--- config.mk ---
export PLATFORM = sky130hd
export DESIGN_NAME = apb_master_ctrl_flat
export DESIGN_NICKNAME = d
export VERILOG_FILES = /design/src/rtl/apb_pkg.sv /design/src/rtl/apb_master_ctrl_if.sv /design/src/rtl/apb_timeout_cnt.sv /design/src/rtl/apb_master_ctrl.sv /design/src/flat_wrapper.sv
export SDC_FILE = /design/constraint.sdc
export NUM_CORES = 1
export LEC_CHECK = 0
export CORE_MARGIN = 1.5
export CORE_UTILIZATION = 42
export DETAILED_ROUTE_END_ITERATION = 8
export GPL_ROUTABILITY_DRIVEN = 1
export PLACE_DENSITY = 0.79
export RECOVER_POWER = 50
export SYNTH_ARGS = -nofsm -noshare
export SYNTH_HDL_FRONTEND = slang
export SYNTH_SLANG_ARGS = --single-unit
--- constraint.sdc ---
create_clock -name PCLK -period 2 [get_ports PCLK]
set_clock_uncertainty 0.05 [all_clocks]
set_input_delay 0.2 -clock PCLK [delete_from_list [all_inputs] [get_ports PCLK]]
set_output_delay 0.2 -clock PCLK [all_outputs]
set_load 0.1 [all_outputs]
--- src/rtl/apb_pkg.sv ---
`default_nettype none
// ============================================================================
// Module      : apb_pkg
// Description : Shared definitions for the APB3 initiator: FSM state encoding
//               and default bus widths.
// Revision    : 1.0 - initial release
// ============================================================================
package apb_pkg;

    // Default widths of the address and data paths.
    localparam int c_ADDR_WIDTH = 8;
    localparam int c_DATA_WIDTH = 8;

    // Transfer FSM encoding. 2'b11 is unused and recovers to IDLE.
    typedef enum logic [1:0] {
        IDLE   = 2'b00,
        SETUP  = 2'b01,
        ACCESS = 2'b10
    } apb_state_e;

endpackage : apb_pkg
`default_nettype wire

--- src/rtl/apb_master_ctrl_if.sv ---
`default_nettype none
// ============================================================================
// Module      : apb_master_ctrl_if
// Description : Bundles the command/response handshake of the fabric side and
//               the APB3 bus toward the slaves.
//   master modport : view of apb_master_ctrl (drives cmd_ready, rsp_*, APB
//                    control/address/data; receives commands and PREADY,
//                    PSLVERR, PRDATA)
//   slave modport  : opposite view (requester plus APB slave model)
// Revision    : 1.0 - initial release
// ============================================================================
interface apb_master_ctrl_if #(
    parameter int ADDR_WIDTH = 8,
    parameter int DATA_WIDTH = 8
);
    // Command channel
    logic                  cmd_valid;
    logic                  cmd_ready;
    logic                  cmd_write;
    logic [ADDR_WIDTH-1:0] cmd_addr;
    logic [DATA_WIDTH-1:0] cmd_wdata;
    // Response strobe
    logic                  rsp_valid;
    logic [DATA_WIDTH-1:0] rsp_rdata;
    logic                  rsp_err;
    logic                  rsp_timeout;
    // APB3 bus
    logic                  PSEL;
    logic                  PENABLE;
    logic                  PWRITE;
    logic [ADDR_WIDTH-1:0] PADDR;
    logic [DATA_WIDTH-1:0] PWDATA;
    logic                  PREADY;
    logic                  PSLVERR;
    logic [DATA_WIDTH-1:0] PRDATA;

    modport master (
        input  cmd_valid, cmd_write, cmd_addr, cmd_wdata,
        output cmd_ready,
        output rsp_valid, rsp_rdata, rsp_err, rsp_timeout,
        output PSEL, PENABLE, PWRITE, PADDR, PWDATA,
        input  PREADY, PSLVERR, PRDATA
    );

    modport slave (
        output cmd_valid, cmd_write, cmd_addr, cmd_wdata,
        input  cmd_ready,
        input  rsp_valid, rsp_rdata, rsp_err, rsp_timeout,
        input  PSEL, PENABLE, PWRITE, PADDR, PWDATA,
        output PREADY, PSLVERR, PRDATA
    );
endinterface : apb_master_ctrl_if
`default_nettype wire

--- src/rtl/apb_timeout_cnt.sv ---
`default_nettype none
// ============================================================================
// Module      : apb_timeout_cnt
// Description : Counts consecutive PREADY-low ACCESS cycles. expired is high
//               during the TIMEOUT_CYCLES-th such cycle, so the transfer can
//               be aborted at that edge. TIMEOUT_CYCLES = 0 disables it.
//   PCLK, PRESETN : clock, asynchronous active-low reset
//   clear         : restart the count (new transfer accepted)
//   enable        : ACCESS cycle with PREADY low
//   expired       : wait budget used up in the current cycle
// Revision    : 1.0 - initial release
// ============================================================================
module apb_timeout_cnt #(
    parameter int TIMEOUT_CYCLES = 16
) (
    input  wire logic PCLK,
    input  wire logic PRESETN,
    input  wire logic clear,
    input  wire logic enable,
    output logic      expired
);

    generate
        if (TIMEOUT_CYCLES > 0) begin : g_cnt
            localparam int CNT_W = $clog2(TIMEOUT_CYCLES + 1);
            // Count value seen during the last allowed ACCESS cycle.
            localparam logic [CNT_W-1:0] c_LAST = CNT_W'(TIMEOUT_CYCLES - 1);

            logic [CNT_W-1:0] r_cnt;

            always_ff @(posedge PCLK or negedge PRESETN) begin
                if (!PRESETN) begin
                    r_cnt <= '0;
                end else if (clear) begin
                    r_cnt <= '0;
                end else if (enable && !expired) begin
                    r_cnt <= r_cnt + CNT_W'(1);
                end
            end

            assign expired = (r_cnt == c_LAST);
        end else begin : g_nocnt
            logic w_unused_ok;
            assign w_unused_ok = &{1'b0, PCLK, PRESETN, clear, enable};
            assign expired     = 1'b0;
        end
    endgenerate

endmodule : apb_timeout_cnt
`default_nettype wire

--- src/rtl/apb_master_ctrl.sv ---
`default_nettype none
// ============================================================================
// Module      : apb_master_ctrl
// Description : APB3 initiator. Turns single-beat read/write commands into
//               APB transfers (with wait states and optional timeout) and
//               returns read data / error on a one-cycle response strobe.
//   PCLK, PRESETN : clock, asynchronous active-low reset
//   bus.master    : command handshake, response strobe and APB3 bus
// Revision    : 1.0 - initial release
// ============================================================================
module apb_master_ctrl
    import apb_pkg::*;
#(
    parameter int ADDR_WIDTH     = c_ADDR_WIDTH,
    parameter int DATA_WIDTH     = c_DATA_WIDTH,
    parameter int TIMEOUT_CYCLES = 16
) (
    input  wire logic           PCLK,
    input  wire logic           PRESETN,
    apb_master_ctrl_if.master   bus
);

    apb_state_e            r_state;
    logic                  r_psel;
    logic                  r_penable;
    logic                  r_pwrite;
    logic [ADDR_WIDTH-1:0] r_paddr;
    logic [DATA_WIDTH-1:0] r_pwdata;
    logic                  r_rsp_valid;
    logic [DATA_WIDTH-1:0] r_rsp_rdata;
    logic                  r_rsp_err;
    logic                  r_rsp_timeout;

    logic                  w_accept;
    logic                  w_wait;
    logic                  w_expired;

    assign w_accept = (r_state == IDLE) && bus.cmd_valid;
    assign w_wait   = (r_state == ACCESS) && !bus.PREADY;

    apb_timeout_cnt #(
        .TIMEOUT_CYCLES (TIMEOUT_CYCLES)
    ) u_timeout_cnt (
        .PCLK    (PCLK),
        .PRESETN (PRESETN),
        .clear   (w_accept),
        .enable  (w_wait),
        .expired (w_expired)
    );

    always_ff @(posedge PCLK or negedge PRESETN) begin
        if (!PRESETN) begin
            r_state       <= IDLE;
            r_psel        <= 1'b0;
            r_penable     <= 1'b0;
            r_pwrite      <= 1'b0;
            r_paddr       <= '0;
            r_pwdata      <= '0;
            r_rsp_valid   <= 1'b0;
            r_rsp_rdata   <= '0;
            r_rsp_err     <= 1'b0;
            r_rsp_timeout <= 1'b0;
        end else begin
            // Response fields are only non-zero during the strobe cycle.
            r_rsp_valid   <= 1'b0;
            r_rsp_rdata   <= '0;
            r_rsp_err     <= 1'b0;
            r_rsp_timeout <= 1'b0;

            case (r_state)
                IDLE: begin
                    if (bus.cmd_valid) begin
                        r_paddr   <= bus.cmd_addr;
                        r_pwrite  <= bus.cmd_write;
                        r_pwdata  <= bus.cmd_write ? bus.cmd_wdata : '0;
                        r_psel    <= 1'b1;
                        r_penable <= 1'b0;
                        r_state   <= SETUP;
                    end
                end

                SETUP: begin
                    r_penable <= 1'b1;
                    r_state   <= ACCESS;
                end

                ACCESS: begin
                    if (bus.PREADY) begin
                        r_psel      <= 1'b0;
                        r_penable   <= 1'b0;
                        r_rsp_valid <= 1'b1;
                        r_rsp_rdata <= r_pwrite ? '0 : bus.PRDATA;
                        r_rsp_err   <= bus.PSLVERR;
                        r_state     <= IDLE;
                    end else if (w_expired) begin
                        r_psel        <= 1'b0;
                        r_penable     <= 1'b0;
                        r_rsp_valid   <= 1'b1;
                        r_rsp_err     <= 1'b1;
                        r_rsp_timeout <= 1'b1;
                        r_state       <= IDLE;
                    end
                end

                default: begin
                    r_psel    <= 1'b0;
                    r_penable <= 1'b0;
                    r_state   <= IDLE;
                end
            endcase
        end
    end

    assign bus.cmd_ready   = (r_state == IDLE);
    assign bus.PSEL        = r_psel;
    assign bus.PENABLE     = r_penable;
    assign bus.PWRITE      = r_pwrite;
    assign bus.PADDR       = r_paddr;
    assign bus.PWDATA      = r_pwdata;
    assign bus.rsp_valid   = r_rsp_valid;
    assign bus.rsp_rdata   = r_rsp_rdata;
    assign bus.rsp_err     = r_rsp_err;
    assign bus.rsp_timeout = r_rsp_timeout;

endmodule : apb_master_ctrl
`default_nettype wire

--- src/flat_wrapper.sv ---
// flat-port wrapper written by rule: the top's interface ports become plain ports
module apb_master_ctrl_flat import apb_pkg::*;
#(
    parameter int ADDR_WIDTH     = c_ADDR_WIDTH,
    parameter int DATA_WIDTH     = c_DATA_WIDTH,
    parameter int TIMEOUT_CYCLES = 16
)
  (PCLK, PRESETN, bus_cmd_valid, bus_cmd_write, bus_cmd_addr, bus_cmd_wdata, bus_cmd_ready, bus_rsp_valid, bus_rsp_rdata, bus_rsp_err, bus_rsp_timeout, bus_PSEL, bus_PENABLE, bus_PWRITE, bus_PADDR, bus_PWDATA, bus_PREADY, bus_PSLVERR, bus_PRDATA);
  apb_master_ctrl_if #(.ADDR_WIDTH(ADDR_WIDTH), .DATA_WIDTH(DATA_WIDTH)) bus_i ();
  input  wire logic PCLK;
  input  wire logic PRESETN;
  input wire logic [$bits(bus_i.cmd_valid)-1:0] bus_cmd_valid;
  input wire logic [$bits(bus_i.cmd_write)-1:0] bus_cmd_write;
  input wire logic [$bits(bus_i.cmd_addr)-1:0] bus_cmd_addr;
  input wire logic [$bits(bus_i.cmd_wdata)-1:0] bus_cmd_wdata;
  output wire logic [$bits(bus_i.cmd_ready)-1:0] bus_cmd_ready;
  output wire logic [$bits(bus_i.rsp_valid)-1:0] bus_rsp_valid;
  output wire logic [$bits(bus_i.rsp_rdata)-1:0] bus_rsp_rdata;
  output wire logic [$bits(bus_i.rsp_err)-1:0] bus_rsp_err;
  output wire logic [$bits(bus_i.rsp_timeout)-1:0] bus_rsp_timeout;
  output wire logic [$bits(bus_i.PSEL)-1:0] bus_PSEL;
  output wire logic [$bits(bus_i.PENABLE)-1:0] bus_PENABLE;
  output wire logic [$bits(bus_i.PWRITE)-1:0] bus_PWRITE;
  output wire logic [$bits(bus_i.PADDR)-1:0] bus_PADDR;
  output wire logic [$bits(bus_i.PWDATA)-1:0] bus_PWDATA;
  input wire logic [$bits(bus_i.PREADY)-1:0] bus_PREADY;
  input wire logic [$bits(bus_i.PSLVERR)-1:0] bus_PSLVERR;
  input wire logic [$bits(bus_i.PRDATA)-1:0] bus_PRDATA;
  assign bus_i.cmd_valid = bus_cmd_valid;
  assign bus_i.cmd_write = bus_cmd_write;
  assign bus_i.cmd_addr = bus_cmd_addr;
  assign bus_i.cmd_wdata = bus_cmd_wdata;
  assign bus_cmd_ready = bus_i.cmd_ready;
  assign bus_rsp_valid = bus_i.rsp_valid;
  assign bus_rsp_rdata = bus_i.rsp_rdata;
  assign bus_rsp_err = bus_i.rsp_err;
  assign bus_rsp_timeout = bus_i.rsp_timeout;
  assign bus_PSEL = bus_i.PSEL;
  assign bus_PENABLE = bus_i.PENABLE;
  assign bus_PWRITE = bus_i.PWRITE;
  assign bus_PADDR = bus_i.PADDR;
  assign bus_PWDATA = bus_i.PWDATA;
  assign bus_i.PREADY = bus_PREADY;
  assign bus_i.PSLVERR = bus_PSLVERR;
  assign bus_i.PRDATA = bus_PRDATA;
  apb_master_ctrl #(.ADDR_WIDTH(ADDR_WIDTH), .DATA_WIDTH(DATA_WIDTH), .TIMEOUT_CYCLES(TIMEOUT_CYCLES)) u_core (.PCLK(PCLK), .PRESETN(PRESETN), .bus(bus_i));
endmodule
==> results of run 1 <==
-- what timing repair did --
item | CTS | global route
buffers inserted | 0 | 3
endpoints found under the hold margin | 37 | 0
endpoints found under the setup margin | 0 | 1
gates resized for setup | 0 | 1
hold buffers | 1 | 0
-- per-layer routing --
metal	share of wire [%]	vias up	GRT usage, %
li1	-	572	-
met1	41	566	19.5
met2	52	31	29.1
met3	5.8	6	5.98
met4	1.3	0	5.83
met5	0	-	0
-- how the worst min path moves through the flow --
stage | endpoint | slack [ns]
6_report | u_core.bus.PADDR[6] | 0.33
5_1_grt | u_core.bus.PADDR[0] | 0.34
4_1_cts | u_core.bus.PADDR[6] | 0.32
3_5_place_dp | u_core.bus.PADDR[4] | 0.29
3_3_place_gp | u_core.bus.PADDR[0] | 0.27
2_1_floorplan | u_core.bus.PADDR[0] | -0.15
-- through the flow --
stage / cell area, um^2 / TNS (ns) / instances
global route: 2110 / -0.00482 / 250
floorplan: 1480 / 0 / 135
global placement: 2030 / 0 / 238
CTS: 2120 / 0 / 247
finish: 2110 / 0 / 250
detailed placement: 2030 / 0 / 238
-- worst register-to-register path, stage by stage (launching register included) --
cell and delay, ns:
dfrtp_1 0.40, ha_1 0.21, and3_1 0.20, ha_2 0.20, nor4b_4 0.41, nor2_2 0.09, mux2_2 0.27
-- layout by cell type, fill, tap and decap left out, drive strengths merged --
cell,synthesis,final
nand2b,2,2
nand2,46,46
and2,8,8
a2bb2oi,1,1
dlygate4sd3,0,1
bufinv,0,1
a22o,2,2
o2bb2ai,1,1
clkinv,1,1
o22ai,1,1
nor2b,1,1
buf,3,21
nand3,8,8
dfrtp,37,37
ha,3,3
o31ai,1,1
nor4b,1,1
and3,1,1
nor3b,2,2
inv,4,4
clkbuf,1,22
nor2,4,4
or3b,1,1
nand4,1,1
clkdlybuf4s50,0,28
a21oi,1,1
mux2i,2,2
mux2,1,1
nor3,1,1
-- registers in the layout, summed over array words and instances (netlist names) --
name	count
u_core.bus.PWDATA	8
u_core.bus.rsp_timeout	1
u_core.bus.rsp_valid	1
u_core.bus.PADDR	8
u_core.bus.rsp_rdata	8
u_core.bus.rsp_err	1
u_core.u_timeout_cnt.g_cnt.r_cnt	5
u_core.r_state	2
u_core.bus.PENABLE	1
u_core.bus.PWRITE	1
u_core.bus.PSEL	1
-- cells by family (layout without fill, tap and decap cells) --
family	Yosys count	count (layout)	share of synthesized area, %
and+or+nand+nor	76	76	25.1
DFF	37	37	62.7
buffers and inverters	9	78	3.89
AOI/OAI and AO/OA	7	7	3.64
adders and majority gates	3	3	2.54
muxes	3	3	2.12
-- layout make-up --
type	instances	share of cell area (%)
clock buffers	7	2.61
clock inverters	1	1.42
inverters	5	1.13
multi-input cells	89	23.5
flip-flops and latches	37	43.8
well taps	46	2.73
repair buffers	65	24.8
==> impl_metrics.env, run 1 <==
export IMPL_syn_num_nets=168
export IMPL_rr_endpoint="u_core.u_timeout_cnt.g_cnt.r_cnt[0]"
export IMPL_synth_top_area_share_pct=62.7
export IMPL_grt_overflow=0
export IMPL_grt_first_pass_wirelength_um=5110
export IMPL_path_class="flip-flop to flip-flop"
export IMPL_fp_coreArea_um2=3360
export IMPL_netlist_instances=135
export IMPL_num_nets_final=236
export IMPL_critPathLaunchType="flip-flop"
export IMPL_setup_viol_count_final=0
export IMPL_ios=61
export IMPL_cts_root_buf="clkbuf_4"
export IMPL_fin_crit_ns=1.93
export IMPL_multiInputGateArea_um2=497
export IMPL_regArea_um2=926
export IMPL_synth_cell_types=29
export IMPL_hold_viol=0
export IMPL_slew_viol_final=0
export IMPL_crit_chain="ha_1, and3_1, ha_2, nor4b_4, nor2_2, mux2_2"
export IMPL_worst_skew_pair_late_latency_ns=0.33
export IMPL_cp_depth=6
export IMPL_fillers=310
export IMPL_r2r_setup_slack_ns=0.07
export IMPL_ys_top_cells_by_area="dfrtp_1 63%, nand2_1 12%, and2_1 3.4%"
export IMPL_cap_violations=0
export IMPL_rr_worst_depth=6
export IMPL_syn_avg_cell_area_um2=10.9
export IMPL_htreeDepth=2
export IMPL_min_period_over_period_pct=96.4
export IMPL_cp_top_family="simple AND/OR/NAND/NOR gates"
export IMPL_start_util_pct=43.9
export IMPL_areaGrowthSynthToFinish_pct=42.9
export IMPL_ys_flop_type="dfrtp_1"
export IMPL_synth_enable_flop_cells=0
export IMPL_whs_ns=0.335
export IMPL_yosysTopAreaCell="dfrtp_1"
export IMPL_post_place_ws_ns=0.0920
export IMPL_vias=1175
export IMPL_antenna_cells=0
export IMPL_final_util_pct=62.8
export IMPL_crit_arrival_ns=2.10
export IMPL_required_ns=2.17
export IMPL_hold_class="input port to flip-flop"
export IMPL_gr_usage_all_layers_pct=16.8
export IMPL_hpwlAfterDp_um=2190
export IMPL_whs_path_depth=3
export IMPL_critPathSlowestCell="nor4b_4"
export IMPL_yosysWarnings=0
export IMPL_worst_pin_slew_ns=0.879
export IMPL_synth_commonest_cells="46 x nand2_1, 37 x dfrtp_1, 8 x and2_1, 8 x nand3_1, 4 x inv_1"
export IMPL_ys_async_sr_fraction_pct=100
export IMPL_grt_antenna_before_repair=0
export IMPL_vias_per_cell=4.70
export IMPL_drive_above_1_share_pct=24.5
export IMPL_fmax_ghz=0.519
export IMPL_grt_max_degree=38
export IMPL_netlist_area_um2=1480
export IMPL_drtIter0Drc=54
export IMPL_slew_limit_headroom_pct=41.4
export IMPL_die_area_um2=3880
export IMPL_clkSlewWorstSetupHoldPaths_ns=0.10
export IMPL_rows=21
export IMPL_clock_path_buffers=2
export IMPL_gp_congestion=0.754
export IMPL_cts_buffers=5
export IMPL_path_buf_inv=0
export IMPL_setup_ws_ns=0.0716
export IMPL_startpoint="u_core.u_timeout_cnt.g_cnt.r_cnt[0]"
export IMPL_fp_dieH_um=62.3
export IMPL_die_w_um=62.3
export IMPL_worstPathMaxFanout=6
export IMPL_final_antenna_net_count=0
export IMPL_yosysMostFrequentCell="nand2_1"
export IMPL_r2r_start="u_core.u_timeout_cnt.g_cnt.r_cnt[0]"
export IMPL_dr_pass1_iters=4
export IMPL_remaining_drc_errors=0
export IMPL_routed_wl_um=2960
export IMPL_tritoncts="built"
export IMPL_cts_sinks=37
export IMPL_wire_per_inst_um=11.8
export IMPL_slowest_delay_ns=0.41
export IMPL_end_kind="flip-flop"
export IMPL_hold_start="bus_cmd_addr[6]"
export IMPL_cp_endpoint="u_core.u_timeout_cnt.g_cnt.r_cnt[0]"
export IMPL_status="finished, final reports clean"
export IMPL_ys_seq_area_share_pct=62.7
export IMPL_io_buffers=60
export IMPL_synth_ff_latch_count=37
export IMPL_grt_pass1_vias=1143
Power of run 1 is left out: the tool's default activity adds up to more than one toggle a clock period on the data nets, which glitch-free logic cannot reach.
==> run 2: changes to the inputs <==
- CELL_PAD_IN_SITES_DETAIL_PLACEMENT: default -> 1
- CELL_PAD_IN_SITES_GLOBAL_PLACEMENT: default -> 1
- CORE_UTILIZATION: 42 -> 31
- PLACE_DENSITY: 0.79 -> default
- PLACE_DENSITY_LB_ADDON: default -> 0.1
==> impl_metrics.env, run 2 (synthesis results as in run 1) <==
export IMPL_gp_congestion=0.696
export IMPL_grt_overflow=0
export IMPL_fin_crit_ns=1.90
export IMPL_fp_dieH_um=72.0
export IMPL_grt_antenna_before_repair=0
export IMPL_slowest_delay_ns=0.41
export IMPL_die_area_um2=5190
export IMPL_mostFrequentLayoutCells="46 x nand2_1, 37 x dfrtp_1, 30 x clkbuf_2"
export IMPL_crit_chain="ha_2, and3_1, ha_2, nor4b_4, buf_4, nor2_2, mux2_2"
export IMPL_fmax_ghz=0.528
export IMPL_fin_tns_setup_ns=0
export IMPL_cts_root_buf="clkbuf_8"
export IMPL_areaGrowthSynthToFinish_pct=42.4
export IMPL_worst_pin_slew_ns=0.914
export IMPL_critPathSlowestCell="dfrtp_1"
export IMPL_crit_arrival_ns=2.02
export IMPL_num_nets_final=234
export IMPL_cap_violations=0
export IMPL_hold_class="input port to flip-flop"
export IMPL_final_common_cell="nand2_1"
export IMPL_vias=1195
export IMPL_hold_viol=0
export IMPL_critPathLaunchType="flip-flop"
export IMPL_remaining_drc_errors=0
export IMPL_final_antenna_net_count=0
export IMPL_slew_viol_final=0
export IMPL_grt_max_degree=38
export IMPL_rsz0062_at_grt="no"
export IMPL_required_ns=2.13
export IMPL_worstPathMaxFanout=6
export IMPL_fillers=503
export IMPL_tritoncts="built"
export IMPL_gr_usage_all_layers_pct=14.7
export IMPL_end_kind="flip-flop"
export IMPL_rows=24
export IMPL_fp_coreArea_um2=4470
export IMPL_setup_viol_count_final=0
export IMPL_dr_pass1_iters=2
export IMPL_regArea_um2=926
export IMPL_routed_wl_um=3470
export IMPL_drtIter0Drc=65
export IMPL_path_class="flip-flop to flip-flop"
export IMPL_antenna_cells=0
export IMPL_min_period_over_period_pct=94.8
export IMPL_hpwlAfterDp_um=2570
export IMPL_multiInputGateArea_um2=499
export IMPL_ios=61
export IMPL_io_buffers=60
export IMPL_status="finished, final reports clean"
export IMPL_cts_sinks=37
export IMPL_dp_cells=244
export IMPL_crit_path_frequent_cell="ha_2"
export IMPL_die_w_um=72.0
export IMPL_drive_above_1_share_pct=24.8
export IMPL_worst_skew_pair_late_latency_ns=0.29
export IMPL_htreeDepth=2
export IMPL_start_util_pct=33.0
export IMPL_vias_per_cell=4.70
export IMPL_wire_per_inst_um=13.7
export IMPL_grt_first_pass_wirelength_um=5800
export IMPL_slew_limit_headroom_pct=39.1
export IMPL_layout_cells_non_filler=254
export IMPL_clkSlewWorstSetupHoldPaths_ns=0.07
export IMPL_cts_buffers=5
export IMPL_grt_pass1_vias=1265
export IMPL_clock_path_buffers=2
-- run 2: cell types whose count changed in the layout (fill, tap and decap cells not counted) --
cell	delta
clkbuf_4	-5
clkbuf_8	+5
ha_1	-1
clkinvlp_4	+1
ha_2	+1
clkbuf_2	+15
buf_4	-17
clkbuf_1	-1
-- run 2: cell type report --
type                       count  share of cell area [%]
tap                           52                    3.09
clock inverter                 2                    1.78
sequential                    37                    44.0
clock buffer                   6                    3.92
timing repair buffer          63                    22.4
multi-input combinational     89                    23.7
inverter                       5                    1.13
-- run 2: repair_timing --
action / CTS / global route
endpoints found under the hold margin: 37 / 0
buffers inserted: 0 / 1
gates resized for setup: 0 / 2
endpoints found under the setup margin: 0 / 2
hold buffers: 1 / 0
-- run 2: critical path: cells and delay by family, from the launching register on --
kind / cells / cell delay, ns
buffers and inverters: 1 / 0.18
AND/OR/NAND/NOR: 3 / 0.49
multiplexers: 1 / 0.26
adder cells (fa/ha/maj): 2 / 0.39
flip-flops: 1 / 0.41
-- run 2: stage by stage --
step / util [%] / cell area [um^2] / setup WS [ns] / hold WS (ns)
after floorplan: - / 1480 / 0.0270 / -0.146
after global placement: 45.5 / 2030 / 0.139 / 0.292
after detailed placement: 45.5 / 2030 / 0.0255 / 0.298
after CTS: 48.4 / 2160 / 0.0153 / 0.374
after global routing: 47.0 / 2100 / 0.00594 / 0.391
final: 47.0 / 2100 / 0.105 / 0.386
-- run 2: worst paths after layout --
kind                       cells after the start  slack (ns)                                 from                             endpoint
hold reg to reg                                2        0.43                 u_core.bus.PWDATA[6]                 u_core.bus.PWDATA[6]
max in group asynchronous                      2        0.80                              PRESETN              u_core.bus.rsp_rdata[1]
setup / recovery                               7        0.10  u_core.u_timeout_cnt.g_cnt.r_cnt[0]  u_core.u_timeout_cnt.g_cnt.r_cnt[0]
hold / removal                                 3        0.39                      bus_cmd_addr[5]                  u_core.bus.PADDR[5]
setup reg to reg                               7        0.10  u_core.u_timeout_cnt.g_cnt.r_cnt[0]  u_core.u_timeout_cnt.g_cnt.r_cnt[0]
min in group asynchronous                      2        0.53                              PRESETN                   u_core.bus.rsp_err
-- run 2: metal layers --
layer	up-vias	GRT usage [%]	wire, um
li1	566	-	-
met2	43	24.3	1670
met1	580	17.4	1490
met5	-	0	0
met3	6	5.42	263
met4	0	6.08	56
Power of run 2 is left out for the same reason.
